<file path="config.mk">
export PLATFORM = sky130hd
export DESIGN_NAME = key_pulse
export DESIGN_NICKNAME = d
export VERILOG_FILES = /design/src/rtl/key_pulse_pkg.sv /design/src/rtl/key_pulse_debounce.sv /design/src/rtl/key_pulse.sv
export SDC_FILE = /design/constraint.sdc
export NUM_CORES = 1
export LEC_CHECK = 0
export BUFFER_PORTS_ARGS = -buffer_cell sky130_fd_sc_hd__buf_2
export CORE_ASPECT_RATIO = 2
export CORE_MARGIN = 5
export CORE_UTILIZATION = 40
export DETAILED_ROUTE_END_ITERATION = 16
export PLACE_DENSITY_LB_ADDON = 0.12
export SKIP_CTS_REPAIR_TIMING = 1
export SLEW_MARGIN = 10
export SYNTH_ARGS = -nofsm -noshare
export SYNTH_HDL_FRONTEND = slang
export SYNTH_SLANG_ARGS = --single-unit
export TNS_END_PERCENT = 1
</file>
<file path="constraint.sdc">
create_clock -name CLOCK_50 -period 2 [get_ports CLOCK_50]
set_input_delay 0 -clock CLOCK_50 [delete_from_list [all_inputs] [get_ports CLOCK_50]]
set_output_delay 0 -clock CLOCK_50 [all_outputs]
set_load 0.05 [all_outputs]
</file>
<file path="src/rtl/key_pulse_pkg.sv">
// ----------------------------------------------------------------------------
// key_pulse_pkg
//
// Purpose:
//    Shared constants and types for the push-button conditioner.
//    - Default timing constants for a 50 MHz CLOCK_50.
//    - State type of the per-key press/repeat FSM.
//    - Helper functions that size the per-key counters.
//
// Ports:
//    (package, no ports)
// ----------------------------------------------------------------------------
package key_pulse_pkg;

    // Default timings at 50 MHz: 20 ms debounce, 500 ms to first repeat,
    // then 100 ms between repeats.
    localparam int KEY_DEBOUNCE     = 1000000;
    localparam int KEY_REPEAT_DELAY = 25000000;
    localparam int KEY_REPEAT_RATE  = 5000000;

    // By default only the val_add and val_sub keys (bits 2 and 3) auto-repeat.
    localparam logic [3:0] KEY_REPEAT_MASK = 4'b1100;

    // Per-key press/repeat FSM states.
    typedef enum logic [1:0] {
        IDLE   = 2'd0,
        HOLD   = 2'd1,
        DELAY  = 2'd2,
        REPEAT = 2'd3
    } key_state_t;

    // Largest of three counts; the debounce and repeat counters share one width.
    function automatic int max3(input int a, input int b, input int c);
        int m;
        m = (a > b) ? a : b;
        return (m > c) ? m : c;
    endfunction

    // Counter width for a terminal count of max_count-1. The counters clear at
    // terminal count, so $clog2 is enough; never let it collapse to zero bits.
    function automatic int cnt_width(input int max_count);
        return (max_count < 2) ? 1 : $clog2(max_count);
    endfunction

endpackage

</file>
<file path="src/rtl/key_pulse_debounce.sv">
// ----------------------------------------------------------------------------
// key_pulse_debounce
//
// Purpose:
//    Conditions a single raw push-button.
//    - Two-flop synchroniser, then inversion so that 1 means pressed.
//    - Counter-based debounce that produces the accepted level.
//    - Press/repeat FSM that emits a one-cycle event strobe on each accepted
//      press and, if REPEAT_EN is set, on each auto-repeat while held.
//
// Ports:
//    clk      in   1   system clock
//    rst_n    in   1   asynchronous active-low reset
//    key_raw  in   1   raw button, active-low, asynchronous to clk
//    level    out  1   debounced pressed state, active-high
//    strobe   out  1   one-cycle event, aligned with the cycle level rises
// ----------------------------------------------------------------------------
module key_pulse_debounce
    import key_pulse_pkg::*;
#(
    parameter int DEBOUNCE     = KEY_DEBOUNCE,
    parameter int REPEAT_DELAY = KEY_REPEAT_DELAY,
    parameter int REPEAT_RATE  = KEY_REPEAT_RATE,
    parameter bit REPEAT_EN    = 1'b0
) (
    input  logic clk,
    input  logic rst_n,
    input  logic key_raw,
    output logic level,
    output logic strobe
);

    localparam int CNT_W = cnt_width(max3(DEBOUNCE, REPEAT_DELAY, REPEAT_RATE));

    localparam logic [CNT_W-1:0] DEB_LAST   = CNT_W'(DEBOUNCE - 1);
    localparam logic [CNT_W-1:0] DELAY_LAST = CNT_W'(REPEAT_DELAY - 1);
    localparam logic [CNT_W-1:0] RATE_LAST  = CNT_W'(REPEAT_RATE - 1);

    logic [1:0]       sync_q;
    logic             pressed;
    logic             level_q;
    logic [CNT_W-1:0] deb_cnt;
    logic             differ;
    logic             accept;
    logic             rise;
    logic             fall;

    key_state_t       state;
    key_state_t       state_next;
    logic [CNT_W-1:0] rep_cnt;
    logic [CNT_W-1:0] rep_next;
    logic             strobe_next;

    // Two-flop synchroniser. The flops reset to 1 (released), so a key held
    // through reset is seen as a fresh press and goes through the full
    // debounce again.
    always_ff @(posedge clk or negedge rst_n) begin
        if (!rst_n) begin
            sync_q <= 2'b11;
        end else begin
            sync_q <= {sync_q[0], key_raw};
        end
    end

    assign pressed = ~sync_q[1];

    // Debounce decode. 'accept' is the cycle in which the synced value has
    // differed from the accepted level for DEBOUNCE consecutive cycles; the
    // level flips on the following edge. rise/fall come out of the same
    // decode so the FSM reacts on the same edge the level changes.
    always_comb begin
        differ = (pressed != level_q);
        accept = differ && (deb_cnt == DEB_LAST);
        rise   = accept && pressed;
        fall   = accept && !pressed;
    end

    // Debounce counter and accepted level. Any cycle where synced and level
    // agree restarts the count, so a bounce shorter than DEBOUNCE is ignored.
    always_ff @(posedge clk or negedge rst_n) begin
        if (!rst_n) begin
            level_q <= 1'b0;
            deb_cnt <= '0;
        end else if (accept) begin
            level_q <= pressed;
            deb_cnt <= '0;
        end else if (differ) begin
            deb_cnt <= deb_cnt + 1'b1;
        end else begin
            deb_cnt <= '0;
        end
    end

    assign level = level_q;

    // Press/repeat FSM state register. The strobe is registered alongside it
    // only in the sense that it is decoded combinationally from the current
    // state and counter; see the next-state block.
    always_ff @(posedge clk or negedge rst_n) begin
        if (!rst_n) begin
            state   <= IDLE;
            rep_cnt <= '0;
        end else begin
            state   <= state_next;
            rep_cnt <= rep_next;
        end
    end

    // Next-state and event decode. A release (fall) overrides everything,
    // including a repeat expiry in the same cycle, so no event escapes after
    // the key has been let go.
    always_comb begin
        state_next  = state;
        rep_next    = rep_cnt;
        strobe_next = 1'b0;

        case (state)
            IDLE: begin
                rep_next = '0;
                if (rise) begin
                    strobe_next = 1'b1;
                    state_next  = REPEAT_EN ? DELAY : HOLD;
                end
            end
            HOLD: begin
                rep_next = '0;
            end
            DELAY: begin
                if (rep_cnt == DELAY_LAST) begin
                    strobe_next = 1'b1;
                    rep_next    = '0;
                    state_next  = REPEAT;
                end else begin
                    rep_next = rep_cnt + 1'b1;
                end
            end
            REPEAT: begin
                if (rep_cnt == RATE_LAST) begin
                    strobe_next = 1'b1;
                    rep_next    = '0;
                end else begin
                    rep_next = rep_cnt + 1'b1;
                end
            end
            default: begin
                state_next = IDLE;
                rep_next   = '0;
            end
        endcase

        if (fall) begin
            state_next  = IDLE;
            rep_next    = '0;
            strobe_next = 1'b0;
        end
    end

    assign strobe = strobe_next;

endmodule

</file>
<file path="src/rtl/key_pulse.sv">
// ----------------------------------------------------------------------------
// key_pulse
//
// Purpose:
//    Input-side conditioner for the board push-buttons. Each raw active-low
//    KEY is synchronised, debounced and turned into a sticky event request
//    (press) that stays up until the consumer acknowledges it, so a slowly
//    clocked consumer never misses a press. Selected keys auto-repeat while
//    held. overrun flags that an event merged into one still pending.
//
// Ports:
//    CLOCK_50  in   1       system clock, the only clock
//    reset     in   1       asynchronous active-low reset
//    KEY       in   N_KEYS  raw buttons, active-low, asynchronous
//    ack       in   N_KEYS  consumer acknowledge, one per key
//    press     out  N_KEYS  sticky event request, active-high
//    level     out  N_KEYS  debounced pressed state, active-high
//    overrun   out  N_KEYS  sticky: event arrived while press was pending
// ----------------------------------------------------------------------------
module key_pulse
    import key_pulse_pkg::*;
#(
    parameter int                N_KEYS       = 4,
    parameter int                DEBOUNCE     = KEY_DEBOUNCE,
    parameter int                REPEAT_DELAY = KEY_REPEAT_DELAY,
    parameter int                REPEAT_RATE  = KEY_REPEAT_RATE,
    parameter logic [N_KEYS-1:0] REPEAT_MASK  = KEY_REPEAT_MASK
) (
    input  logic              CLOCK_50,
    input  logic              reset,
    input  logic [N_KEYS-1:0] KEY,
    input  logic [N_KEYS-1:0] ack,
    output logic [N_KEYS-1:0] press,
    output logic [N_KEYS-1:0] level,
    output logic [N_KEYS-1:0] overrun
);

    logic [N_KEYS-1:0] strobe;

    // One independent conditioner per key; only the repeat enable differs.
    for (genvar i = 0; i < N_KEYS; i++) begin : g_key
        key_pulse_debounce #(
            .DEBOUNCE     (DEBOUNCE),
            .REPEAT_DELAY (REPEAT_DELAY),
            .REPEAT_RATE  (REPEAT_RATE),
            .REPEAT_EN    (REPEAT_MASK[i])
        ) u_key (
            .clk     (CLOCK_50),
            .rst_n   (reset),
            .key_raw (KEY[i]),
            .level   (level[i]),
            .strobe  (strobe[i])
        );
    end

    // Event/acknowledge handshake, bitwise per key. A new event always wins
    // over an ack in the same cycle, so an event is never lost. An event that
    // lands on a still-pending, unacknowledged request merges into it and
    // latches overrun until the next reset.
    always_ff @(posedge CLOCK_50 or negedge reset) begin
        if (!reset) begin
            press   <= '0;
            overrun <= '0;
        end else begin
            press   <= strobe | (press & ~ack);
            overrun <= overrun | (strobe & press & ~ack);
        end
    end

endmodule

</file>
### Word-level counts from Yosys, hierarchy flattened

Index checks and enable logic that the tools add are counted.

| cells by class | value |
|---|---|
| muxes and demuxes | 60 |
| bitwise logic cells | 10 |
| eq/ne operators | 36 |
| add/sub/neg operators | 8 |
| reduce and logical (&&, ||, !) cells | 28 |

Operators by type and width:

| kind | count |
|---|---|
| two-way mux 25 bit | 20 |
| one-hot mux 25 bit (3 select lines) | 4 |
| adder 25 x 1 -> 25 bit (second input constant) | 8 |
| == test 25 x 20 -> 1 bit (second input constant) | 4 |
| == test 25 x 23 -> 1 bit (second input constant) | 4 |
| == test 25 bit (second input constant) | 4 |
| two-way mux 2 bit | 12 |
| != test 3 x 1 -> 1 bit (second input constant) | 8 |
| == test 2 bit (second input constant) | 8 |
| two-way mux 1 bit | 16 |
| one-hot mux 2 bit (2 select lines) | 4 |
| AND 4 bit | 3 |
| logical AND 1 bit | 12 |
| one-hot mux 1 bit (3 select lines) | 4 |
| AND reduction 3 bit | 4 |
| nonzero test 3 bit | 4 |
| == test 2 x 1 -> 1 bit (second input constant) | 4 |
| logical NOT 2 bit | 4 |
| OR 4 bit | 2 |
| OR reduction 2 bit | 4 |
| != test 1 bit | 4 |
| inverter 1 bit | 4 |
| inverter 4 bit | 1 |

| word-level totals | value |
|---|---|
| input bits | 10 |
| register bits | 228 |
| output and inout bits | 12 |

### Depth between registers and ports, before layout

Gate-level depths: netlist (run 1).

| depth | value |
|---|---|
| depth in word-level cells | 10 |
| mapped depth | 8 |
| gate-level depth less buffers | 6 |

### Modules after synthesis

Synthesis (run 1) repeated with hierarchy kept, for this count alone.

| second synthesis, totals | value |
|---|---|
| cells, all modules | 1096 |
| area total of the unflattened synthesis | 11380.9 um^2 |

Modules (own cells, without submodules):

| module | area an instance (um^2) | cells an instance | times used |
|---|---|---|---|
| key_pulse_debounce (g_key[2].u_key ...) | 2777.7 | 265 | 2 |
| key_pulse_debounce (g_key[0].u_key ...) | 2771.4 | 273 | 2 |
| key_pulse | 282.8 | 20 | 1 |

### Worst setup path after synthesis (run 1)

Ideal clock, no wire load.

| timing path | value |
|---|---|
| kind | reg-to-reg |
| start point | register g_key[1].u_key.rep_cnt[10] |
| end point | register g_key[1].u_key.rep_cnt[8] |
| setup time | 0.119 ns |
| cell stages (with the launch flop) | 8 |
| path buffers | 2 |
| data required time | 1.881 ns |
| slack | -0.198 ns |
| clock period less this slack | 2.198 ns |
| data arrival time | 2.079 ns |
| path through | dfrtp_1 > or4_1 > or4b_4 > a2111oi_4 > nand2b_1 > buf_6 > buf_12 > nor2_2 |

| between the ends | value |
|---|---|
| word-level cells in the longest chain between the ends | 4 |
| elaborated cells on any way between the ends | 6 |
| classes of those cells | eq/ne (2); mux (4) |

Ends and longest elaborated chain:

| element | RTL line | source |
|---|---|---|
| from (decl) | key_pulse_debounce.sv:50 | `logic [CNT_W-1:0] rep_cnt;` |
| from (signal assigned) | key_pulse_debounce.sv:105 | `rep_cnt <= rep_next;` |
| == test 25 x 23 -> 1 bit or == test 25 bit (tied branches) | key_pulse_debounce.sv:138, key_pulse_debounce.sv:129 |  |
| two-way mux 25 bit, on equally long branches | key_pulse_debounce.sv:138, key_pulse_debounce.sv:129 |  |
| one-hot mux 25 bit (3 select lines) (*) | key_pulse_debounce.sv:117 | `case (state)` |
| two-way mux 25 bit (*) | key_pulse_debounce.sv:151 | `if (fall) begin` |
| via g_key[1].u_key.rep_next[8] | key_pulse_debounce.sv:51 | `logic [CNT_W-1:0] rep_next;` |

The timed path passes the listed nets; every way through them passes the cells marked *.
A chain may end at the register's enable or synchronous reset.

### Final worst setup path (run 1)

| timing path | value |
|---|---|
| start point | register g_key[1].u_key.rep_cnt[10] |
| end point | register g_key[1].u_key.rep_cnt[3] |

Same word-level chain as after synthesis.

==> run metrics, run 1 <==
status finished, violations left; violated checks hold timing, setup timing; synthesized instance count approximately 1200; final WL 24.05 mm; filler-free cell count of the finished design ~1600; Max Fclk ~0.46 GHz; CTS Root Cell clkbuf_16; crit start category register; Setup CP Type register to register; Via density slightly above 5; Critical Path Fanout Max 10; first-pass GRT wire length 41.70 mm; die area ~32000 um^2; Synth cell types 58; Max clock buf depth 3; drt drc 0; P_sw 1948 uW; combinational power share 2.6%; Via Count 8444; top cells by area, synth dfrtp_1 49%, xor2_1 8.3%, nor2_1 7.3%; mean post-synth cell area slightly below 10 um^2; MaxCap Viol Count 0; Die Height 247.0 um; Worst VDD drop 0.6024 mV; port bufs 21; Total Neg Setup Slack -5.987 ns; initial antenna violation count 0; grt total ovfl 0; nets 1294; die width between 100 and 150 um; post-synthesis register bit count 228; CP Data Arrival Time approximately 2.6 ns; fin crit period 2.196 ns; CTS sink count around 230; hold_ws -0.0005672 ns; max incr delay on CP between 0.5 and 0.6 ns; Cell Chain, Critical Path or4_1 -> or4b_4 -> a2111oi_4 -> nand2b_4 -> buf_6 -> nor2_1; router iterations before antenna repair 4; share of power burned in registers 49.7%; Int Pwr about 7400 uW; Core Region 27650 um^2; synth warn 0; Worst EP required around 2.4 ns; PnR worst setup slack -0.1957 ns; CTS buffer count 22; CP max-delay cell or4b_4; Synth Cell Area 11230 um^2; post-route clock period utilization 109.8%; pre-CTS setup slack -0.2409 ns; Pleak roughly 0.0056 uW; PwrDens 696.9 nW/um^2; fill count about 2600; Syn Nets 1176; Post-synth EDFFs 0; Post-Place Cells 1595; share of cells above drive strength 1 between 10% and 20%; largest net degree at the start of global routing 56; Total GRT Usage approximately 16%; HP Class input port to async pin; Final Skew 0.009890 ns; Clock Pin Slew Worst Setup and Hold Paths about 0.060 ns; post-synthesis sequential area ratio 50.89%; Sw Share approximately 21%; Rel. slew slack 68.77%; FFs w/ async S/R, synth 100.0%; # IOs 22; Final GP Congestion between 0.7 and 0.8; Iter 0 DRT Violations 298; synth-to-layout area growth 20.03%; nature of the critical path endpoint register; biggest area consumer among synthesized cells dfrtp_1; vias in the first global route 8786; Final Hold Vio Count 1; register area 5715 um^2; Main synth FF type dfrtp_1; clock power share 47.7%; Starting Density 40.62%; Wirelength per Cell 14.63 um; CTS tree yes; max-slew violation count 0; top-area cell type share of the netlist area roughly half; Routed Antenna Nets 0; dpl hpwl 17.16 mm; Worst Max-Slew Pin Slew 0.4635 ns; # setup viols final 52; multi-input logic area 5268 um^2; # H-tree levels 1; RSZ-0062 raised after global routing yes; Row Count 86; commonest cells in the netlist 220 x dfrtp_1, 217 x nor2_1, 107 x xor2_1; antenna fix cells 0; top-count cell post-synth dfrtp_1; later-pin clock latency in the skew report 0.51 ns
flip-flops by register name (all words and copies together), names as in the netlist:
name,flops
press,4
overrun,4
g_key.u_key.sync_q,8
g_key.u_key.deb_cnt,100
g_key.u_key.rep_cnt,100
g_key.u_key.state,8
g_key.u_key.level,4
layout by cell type (no fill, tap or decap), types with 11 or more instances in the layout:
master / netlist / final
dfrtp_1: 220 / 220
nor2_1: 217 / 215
xor2_1: 107 / 107
buf_4: 7 / 94
xnor2_1: 77 / 77
nand2_1: 76 / 76
nand3_1: 69 / 68
nand4_1: 64 / 64
nor3_1: 43 / 42
and3_1: 30 / 30
inv_1: 29 / 29
nor4_1: 33 / 28
clkbuf_16: 0 / 23
nor2_2: 20 / 22
buf_2: 5 / 20
and4_1: 17 / 17
buf_12: 2 / 11
metal layers:
metal,vias up,wire length (um),global-route usage (%)
met1,4135,9327,17.12
li1,4200,-,-
met2,65,13580,30.60
met5,-,0,0
met3,44,526,1.773
met4,0,619,4.947
layout make-up:
type / instances / share of cell area (%)
repair buffers: 138 / 8.640
well taps: 352 / 3.267
flip-flops and latches: 228 / 42.39
clock inverters: 6 / 0.7981
inverters: 29 / 0.8074
clock buffers: 34 / 5.021
multi-input cells: 857 / 39.07
power by group through the flow:
stage	combinational (uW)	sequential, uW	clock, uW
6_report	241	4670	4480
5_1_grt	284	4670	4840
4_1_cts	241	4670	4650
3_5_place_dp	241	4760	0
3_3_place_gp	238	4760	0
2_1_floorplan	68.7	4750	0
logic make-up after synthesis:
group / synth area share (%)
compound gates: 2.618
flops: 50.89
mux: 0.08912
fa+ha+maj: 0.8912
buf+inv: 3.086
xor+xnor: 14.35
simple gates: 28.08
worst max-delay path, delay by kind of cell (launching register included):
| family | cells | cell delay [ns] |
|---|---|---|
| AND/OR/NAND/NOR | 4 | 1.33 |
| AO/OA/AOI/OAI | 1 | 0.22 |
| flip-flops | 1 | 0.37 |
| buffers and inverters | 1 | 0.16 |
metrics by stage:
step                      cell area, um^2  total power (uW)  hold WS (ns)  utilization (%)
after CTS                           13280              9565       -0.5920            48.03
after global routing                13480              9795       0.03965            48.75
after detailed placement            12500              4998      -0.04014            45.20
after global placement              12500              4994      -0.04408            45.20
after floorplan                     11230              4821       -0.2956                -
final                               13480              9395    -0.0005672            48.75
worst paths after layout:
path	start	to	slack, ns	cells after the start
max	g_key[1].u_key.rep_cnt[10]	g_key[1].u_key.rep_cnt[3]	-0.20	6
min	reset	g_key[2].u_key.deb_cnt[9]	-0.0006	2
max reg2reg	g_key[1].u_key.rep_cnt[10]	g_key[1].u_key.rep_cnt[3]	-0.20	6
min reg2reg	g_key[1].u_key.sync_q[0]	g_key[1].u_key.sync_q[1]	0.36	0
max in group asynchronous	reset	g_key[1].u_key.sync_q[1]	1.30	3
min in group CLOCK_50	KEY[0]	g_key[0].u_key.sync_q[0]	0.13	2
(Power assumes the default switching activity.)
==> inputs of run 2 (changes only) <==
--- a/config.mk
+++ b/config.mk
@@ -6,6 +6,8 @@
 export NUM_CORES = 1
 export LEC_CHECK = 0
 export BUFFER_PORTS_ARGS = -buffer_cell sky130_fd_sc_hd__buf_2
+export CELL_PAD_IN_SITES_DETAIL_PLACEMENT = 0
+export CELL_PAD_IN_SITES_GLOBAL_PLACEMENT = 1
 export CORE_ASPECT_RATIO = 2
 export CORE_MARGIN = 5
 export CORE_UTILIZATION = 40
@@ -15,5 +17,6 @@
 export SLEW_MARGIN = 10
 export SYNTH_ARGS = -nofsm -noshare
 export SYNTH_HDL_FRONTEND = slang
+export SYNTH_HIERARCHICAL = 1
 export SYNTH_SLANG_ARGS = --single-unit
 export TNS_END_PERCENT = 1
==> constraint.sdc (replaced) <==
create_clock -name CLOCK_50 -period 2 [get_ports CLOCK_50]
set_input_delay 0 -clock CLOCK_50 [delete_from_list [all_inputs] [get_ports CLOCK_50]]
set_output_delay 0 -clock CLOCK_50 [all_outputs]
set_load 0.01 [all_outputs]
==> run 2 against run 1 <==
  * The run now ends clean
  * Wire length increased by 6.4%
  * Clock-buffer cell count rose by 3
  * Power fell by 2.1%
  * Worst hold slack improved by 0.013 ns
  * Critical endpoint is now g_key[1].u_key/state[0]
  * Highest routed layer unchanged
==> run metrics, run 2 <==
synthesized instance count 1096; max-slew violation count 0; synth warn 6; Total Neg Setup Slack 0 ns; Final GP Congestion between 0.7 and 0.8; # H-tree levels 1; crit start category register; Rel. slew slack 58.38%; commonest non-fill, non-tap cells in the layout 220 x dfrtp_1, 216 x nor2_1, 140 x xor2_1, 120 x buf_4, 89 x nand3_1; Pwr Total 9199 uW; Worst R2R Path Depth 6; r2r startpoint g_key[1].u_key/rep_cnt[17]; # setup viols final 0; die width about 130 um; biggest area consumer among synthesized cells dfrtp_1; die area 32130 um^2; Post-Place Cells ~1600; FFs w/ async S/R, synth between 90% and 100%; Max Fclk 0.5124 GHz; post-synthesis sequential area ratio between 50% and 60%; drt drc 0; Via Count 8321; MaxCap Viol Count 0; CP Data Arrival Time 2.42 ns; Row Count 87; first-pass GRT wire length 43.07 mm; router iterations before antenna repair 4; Die Height 248.5 um; Pleak around 0.006 uW; Starting Density between 40% and 50%; nets 1278; R2R Setup Slk 0.05 ns; largest registers g_key.u_key/deb_cnt x100, g_key.u_key/rep_cnt x100; Via density 5.092; largest net degree at the start of global routing 75; CTS Root Cell clkbuf_16; leading cell type in the layout, fill and taps excluded dfrtp_1; nature of the critical path endpoint register; status complete, no violations; Max clock buf depth 3; later-pin clock latency in the skew report 0.53 ns; HP Class input port to async pin; crit path from g_key[1].u_key/rep_cnt[17]; Iter 0 DRT Violations 264; port bufs 21; Final Skew ~0.017 ns; Clock Pin Slew Worst Setup and Hold Paths 0.06 ns; post-synthesis register bit count 228; commonest cells in the netlist 220 x dfrtp_1, 216 x nor2_1, 140 x xor2_1; Worst EP required between 2 and 2.5 ns; RR Endpoint g_key[1].u_key/state[0]; Post-synth EDFFs 0; Worst Max-Slew Pin Slew 0.6244 ns; final WL approximately 26 mm; fin crit period 1.951 ns; PwrDens 667.1 nW/um^2; Critical Path Sink g_key[1].u_key/state[0]; share of cells above drive strength 1 21.13%; antenna fix cells 0; Worst VDD drop 0.5427 mV; initial antenna violation count 0; synth-to-layout area growth 21.17%; top-count cell post-synth dfrtp_1; mean post-synth cell area 10.38 um^2; Total GRT Usage 15.98%; Critical Path Fanout Max 3; pre-CTS setup slack -0.2601 ns; post-route clock period utilization approximately 98%; Synth Cell Area between 10000 and 15000 um^2; CTS tree yes; Main synth FF type dfrtp_1; PnR worst setup slack between 0.04 and 0.05 ns; Syn Nets 1114; fill count 2668; Core Region between 20000 and 30000 um^2; Synth cell types 60; filler-free cell count of the finished design 1634; Wirelength per Cell around 16 um; dpl hpwl 17.59 mm; Setup CP Type register to register; top-area cell type share of the netlist area 48.37%; vias in the first global route 8887; hold_ws 0.01232 ns; Routed Antenna Nets 0; top cells by area, synth dfrtp_1 48%, xor2_1 11%, nor2_1 7.1%; CTS sink count 228; grt total ovfl 0; # IOs 22; Final Hold Vio Count 0; CTS buffer count 24; RSZ-0062 raised after global routing yes
run 2: changes by cell type after synthesis, sizes merged, moves of 16 or more:
| cell | delta |
|---|---|
| clkbuf | -26 |
| nand2 | -16 |
| nand3 | +25 |
| nor3 | -21 |
| xnor2 | -29 |
| xor2 | +33 |
run 2: final cells by class:
cell class	instances	area, um^2	area share, %
well taps	356	445.4	3.230
clock inverters	7	35.03	0.2540
inverters	28	105.1	0.7621
multi-input cells	820	5508	39.94
repair buffers	158	1271	9.218
clock buffers	37	710.7	5.153
flip-flops and latches	228	5715	41.44
run 2: stage by stage:
stage	utilization, %	cell area [um^2]
final	48.91	13790
after CTS	47.81	13480
after global routing	48.91	13790
after floorplan	-	11380
after detailed placement	45.17	12730
after global placement	45.17	12730
run 2: logic make-up after synthesis:
kind of cell / synth area share, %
AOI/OAI and AO/OA: 3.166
xor gates and xnor gates: 14.47
adders and majority gates: 0.8795
buffers and inverters: 2.924
DFF: 50.22
muxes: 0.3738
and+or+nand+nor: 27.97
run 2: routing by layer:
metal | GRT usage (%) | share of wire (%) | vias to the layer above | wire length, um
met5 | 0 | 0 | - | 0
met4 | 4.866 | 2.3 | 0 | 599
met3 | 2.019 | 2.7 | 36 | 683
met2 | 30.51 | 56 | 76 | 14380
met1 | 17.95 | 39 | 4087 | 9931
li1 | - | - | 4122 | -
run 2: power by group:
part	total [uW]	switching, uW	internal [uW]
Combinational	266	171	96.0
Sequential	4670	24.0	4650
Clock	4260	1820	2440
Total	9200	2010	7190
run 2: critical path, stage by stage (launching register included):
cell and delay, ns:
dfrtp_1 0.38, or4_4 0.55, nor4_4 0.38, buf_4 0.20, nand4_1 0.12, o311ai_2 0.11, o21a_1 0.15
run 2: worst min path at each step:
| stage | endpoint | startpoint |
|---|---|---|
| after CTS | g_key[0].u_key/deb_cnt[6] | reset |
| after floorplan | g_key[0].u_key/deb_cnt[0] | reset |
| after global placement | g_key[0].u_key/deb_cnt[9] | reset |
| final | g_key[0].u_key/deb_cnt[6] | reset |
| after global routing | g_key[0].u_key/deb_cnt[6] | reset |
| after detailed placement | g_key[0].u_key/deb_cnt[8] | reset |
==> inputs of run 3 (changes only) <==
--- a/config.mk
+++ b/config.mk
@@ -12,6 +12,7 @@
 export CORE_MARGIN = 5
 export CORE_UTILIZATION = 40
 export DETAILED_ROUTE_END_ITERATION = 16
+export MAX_ROUTING_LAYER = met4
 export PLACE_DENSITY_LB_ADDON = 0.12
 export SKIP_CTS_REPAIR_TIMING = 1
 export SLEW_MARGIN = 10
==> run 3 against run 2 <==
  * Maximum frequency is essentially flat
  * Die area is the same
  * Core utilization is essentially flat
  * Design area is essentially flat
  * Combinational power is essentially flat
  * Sequential power is essentially flat
  * First-iteration DRC count grew 9.8%
  * Non-clock buffer count is the same
==> run metrics, run 3 (synthesis results as in run 2) <==
Worst VDD drop 0.5485 mV; Int Pwr between 7000 and 8000 uW; PwrDens 667.7 nW/um^2; R2R Setup Slk 0.05 ns; Die Height 248.5 um; nets roughly 1300; CTS sink count 228; Final Hold Vio Count 0; crit start category register; r2r startpoint g_key[0].u_key/rep_cnt[7]; pre-CTS setup slack -0.2601 ns; Critical Path Fanout Max 5; clock power share 46.3%; max incr delay on CP about 0.54 ns; HP Class input port to async pin; commonest non-fill, non-tap cells in the layout 220 x dfrtp_1, 216 x nor2_1, 140 x xor2_1, 120 x buf_4, 89 x nand3_1; grt total ovfl 0; dpl hpwl 17.59 mm; CTS Root Cell clkbuf_16; MaxCap Viol Count 0; Total Neg Setup Slack 0 ns; Clock Pin Slew Worst Setup and Hold Paths around 0.06 ns; Total GRT Usage 16.44%; Routed Antenna Nets 0; leading cell type in the layout, fill and taps excluded dfrtp_1; Via Count 8330; Cell Chain, Critical Path or4_4 -> nor4_4 -> buf_4 -> a32oi_1 -> o21ai_1 -> a31o_1; largest registers g_key.u_key/deb_cnt x100, g_key.u_key/rep_cnt x100; nature of the critical path endpoint register; Setup CP Type register to register; P_sw 2015 uW; final WL 25.63 mm; Worst R2R Path Depth 6; Max clock buf depth 3; Row Count 87; combinational power share 2.9%; initial antenna violation count 0; share of power burned in registers approximately 51%; max-slew violation count 0; # H-tree levels 1; Worst Max-Slew Pin Slew just over 0.6 ns; drt drc 0; hold_ws approximately 0.013 ns; die width 129.3 um; PnR worst setup slack about 0.050 ns; RSZ-0062 raised after global routing yes; Iter 0 DRT Violations 290; fin crit period around 2.0 ns; die area between 30000 and 40000 um^2; vias in the first global route 8891; synth-to-layout area growth 21.08%; status complete, no violations; # setup viols final 0; Via density 5.098; Pleak ~0.0060 uW; RR Endpoint overrun[0]; Final GP Congestion ~0.8; # IOs 22; Rel. slew slack 58.47%; Max Fclk 0.5128 GHz; first-pass GRT wire length between 40 and 50 mm; later-pin clock latency in the skew report 0.52 ns; CP max-delay cell or4_4; Wirelength per Cell between 15 and 20 um; post-route clock period utilization 97.50%; Starting Density 40.37%; Sw Share 21.90%; Final Skew 0.01146 ns; CP Data Arrival Time 2.41 ns; port bufs 21; router iterations before antenna repair 4; share of cells above drive strength 1 21.13%; Worst EP required 2.46 ns; largest net degree at the start of global routing 75; CTS tree yes; CTS buffer count 24; Core Region 28190 um^2; antenna fix cells 0
run 3: changes by cell type in the layout (fill, tap and decap cells not counted):
cell,before,now
a41oi_2,0,1
a41oi_4,1,0
run 3: layer usage:
metal	up-vias	wire length, um	share of wire (%)	GRT usage [%]
met3	40	662	2.6	2.040
met5	-	0	0	-
li1	4122	-	-	-
met2	81	14340	56	30.58
met1	4087	9990	39	17.86
met4	0	632	2.5	4.866
run 3: worst max path at each step:
stage,start,end,slack (ns),cells after the start
floorplan,g_key[0].u_key/deb_cnt[8],overrun[0],0.13,6
global placement,g_key[3].u_key/rep_cnt[12],g_key[3].u_key/rep_cnt[18],-0.16,5
detailed placement,g_key[3].u_key/rep_cnt[12],g_key[3].u_key/rep_cnt[19],-0.26,5
CTS,g_key[3].u_key/rep_cnt[12],g_key[3].u_key/rep_cnt[16],-0.25,5
global route,g_key[0].u_key/rep_cnt[15],overrun[0],-0.07,6
finish,g_key[0].u_key/rep_cnt[7],overrun[0],0.05,6
run 3: power by group through the flow:
| stage | Clock, uW | Combinational (uW) | Sequential [uW] |
|---|---|---|---|
| 2_1_floorplan | 0 | 85.3 | 4760 |
| 3_3_place_gp | 0 | 256 | 4750 |
| 3_5_place_dp | 0 | 257 | 4750 |
| 4_1_cts | 4460 | 258 | 4670 |
| 5_1_grt | 4600 | 310 | 4670 |
| 6_report | 4260 | 266 | 4670 |
run 3: final cells by class:
class | count | area (um^2)
clock inverter | 7 | 35.03
fill | 2670 | 14410
timing repair buffer | 158 | 1271
sequential | 228 | 5715
multi-input combinational | 820 | 5497
clock buffer | 37 | 710.7
tap | 356 | 445.4
inverter | 28 | 105.1
run 3: through the flow:
stage	total power (uW)	cells	util [%]	area, um^2
floorplan	4841	1096	-	11380
finish	9200	1634	48.88	13780
detailed placement	5012	1575	45.17	12730
global route	9581	1634	48.88	13780
CTS	9383	1619	47.81	13480
global placement	5010	1575	45.17	12730
run 3: worst max-delay path, delay by kind of cell, from the launching register on:
kind	cells	cell delay (ns)
flip-flops	1	0.39
buffers and inverters	1	0.20
AO/OA/AOI/OAI	3	0.44
AND/OR/NAND/NOR	2	0.86
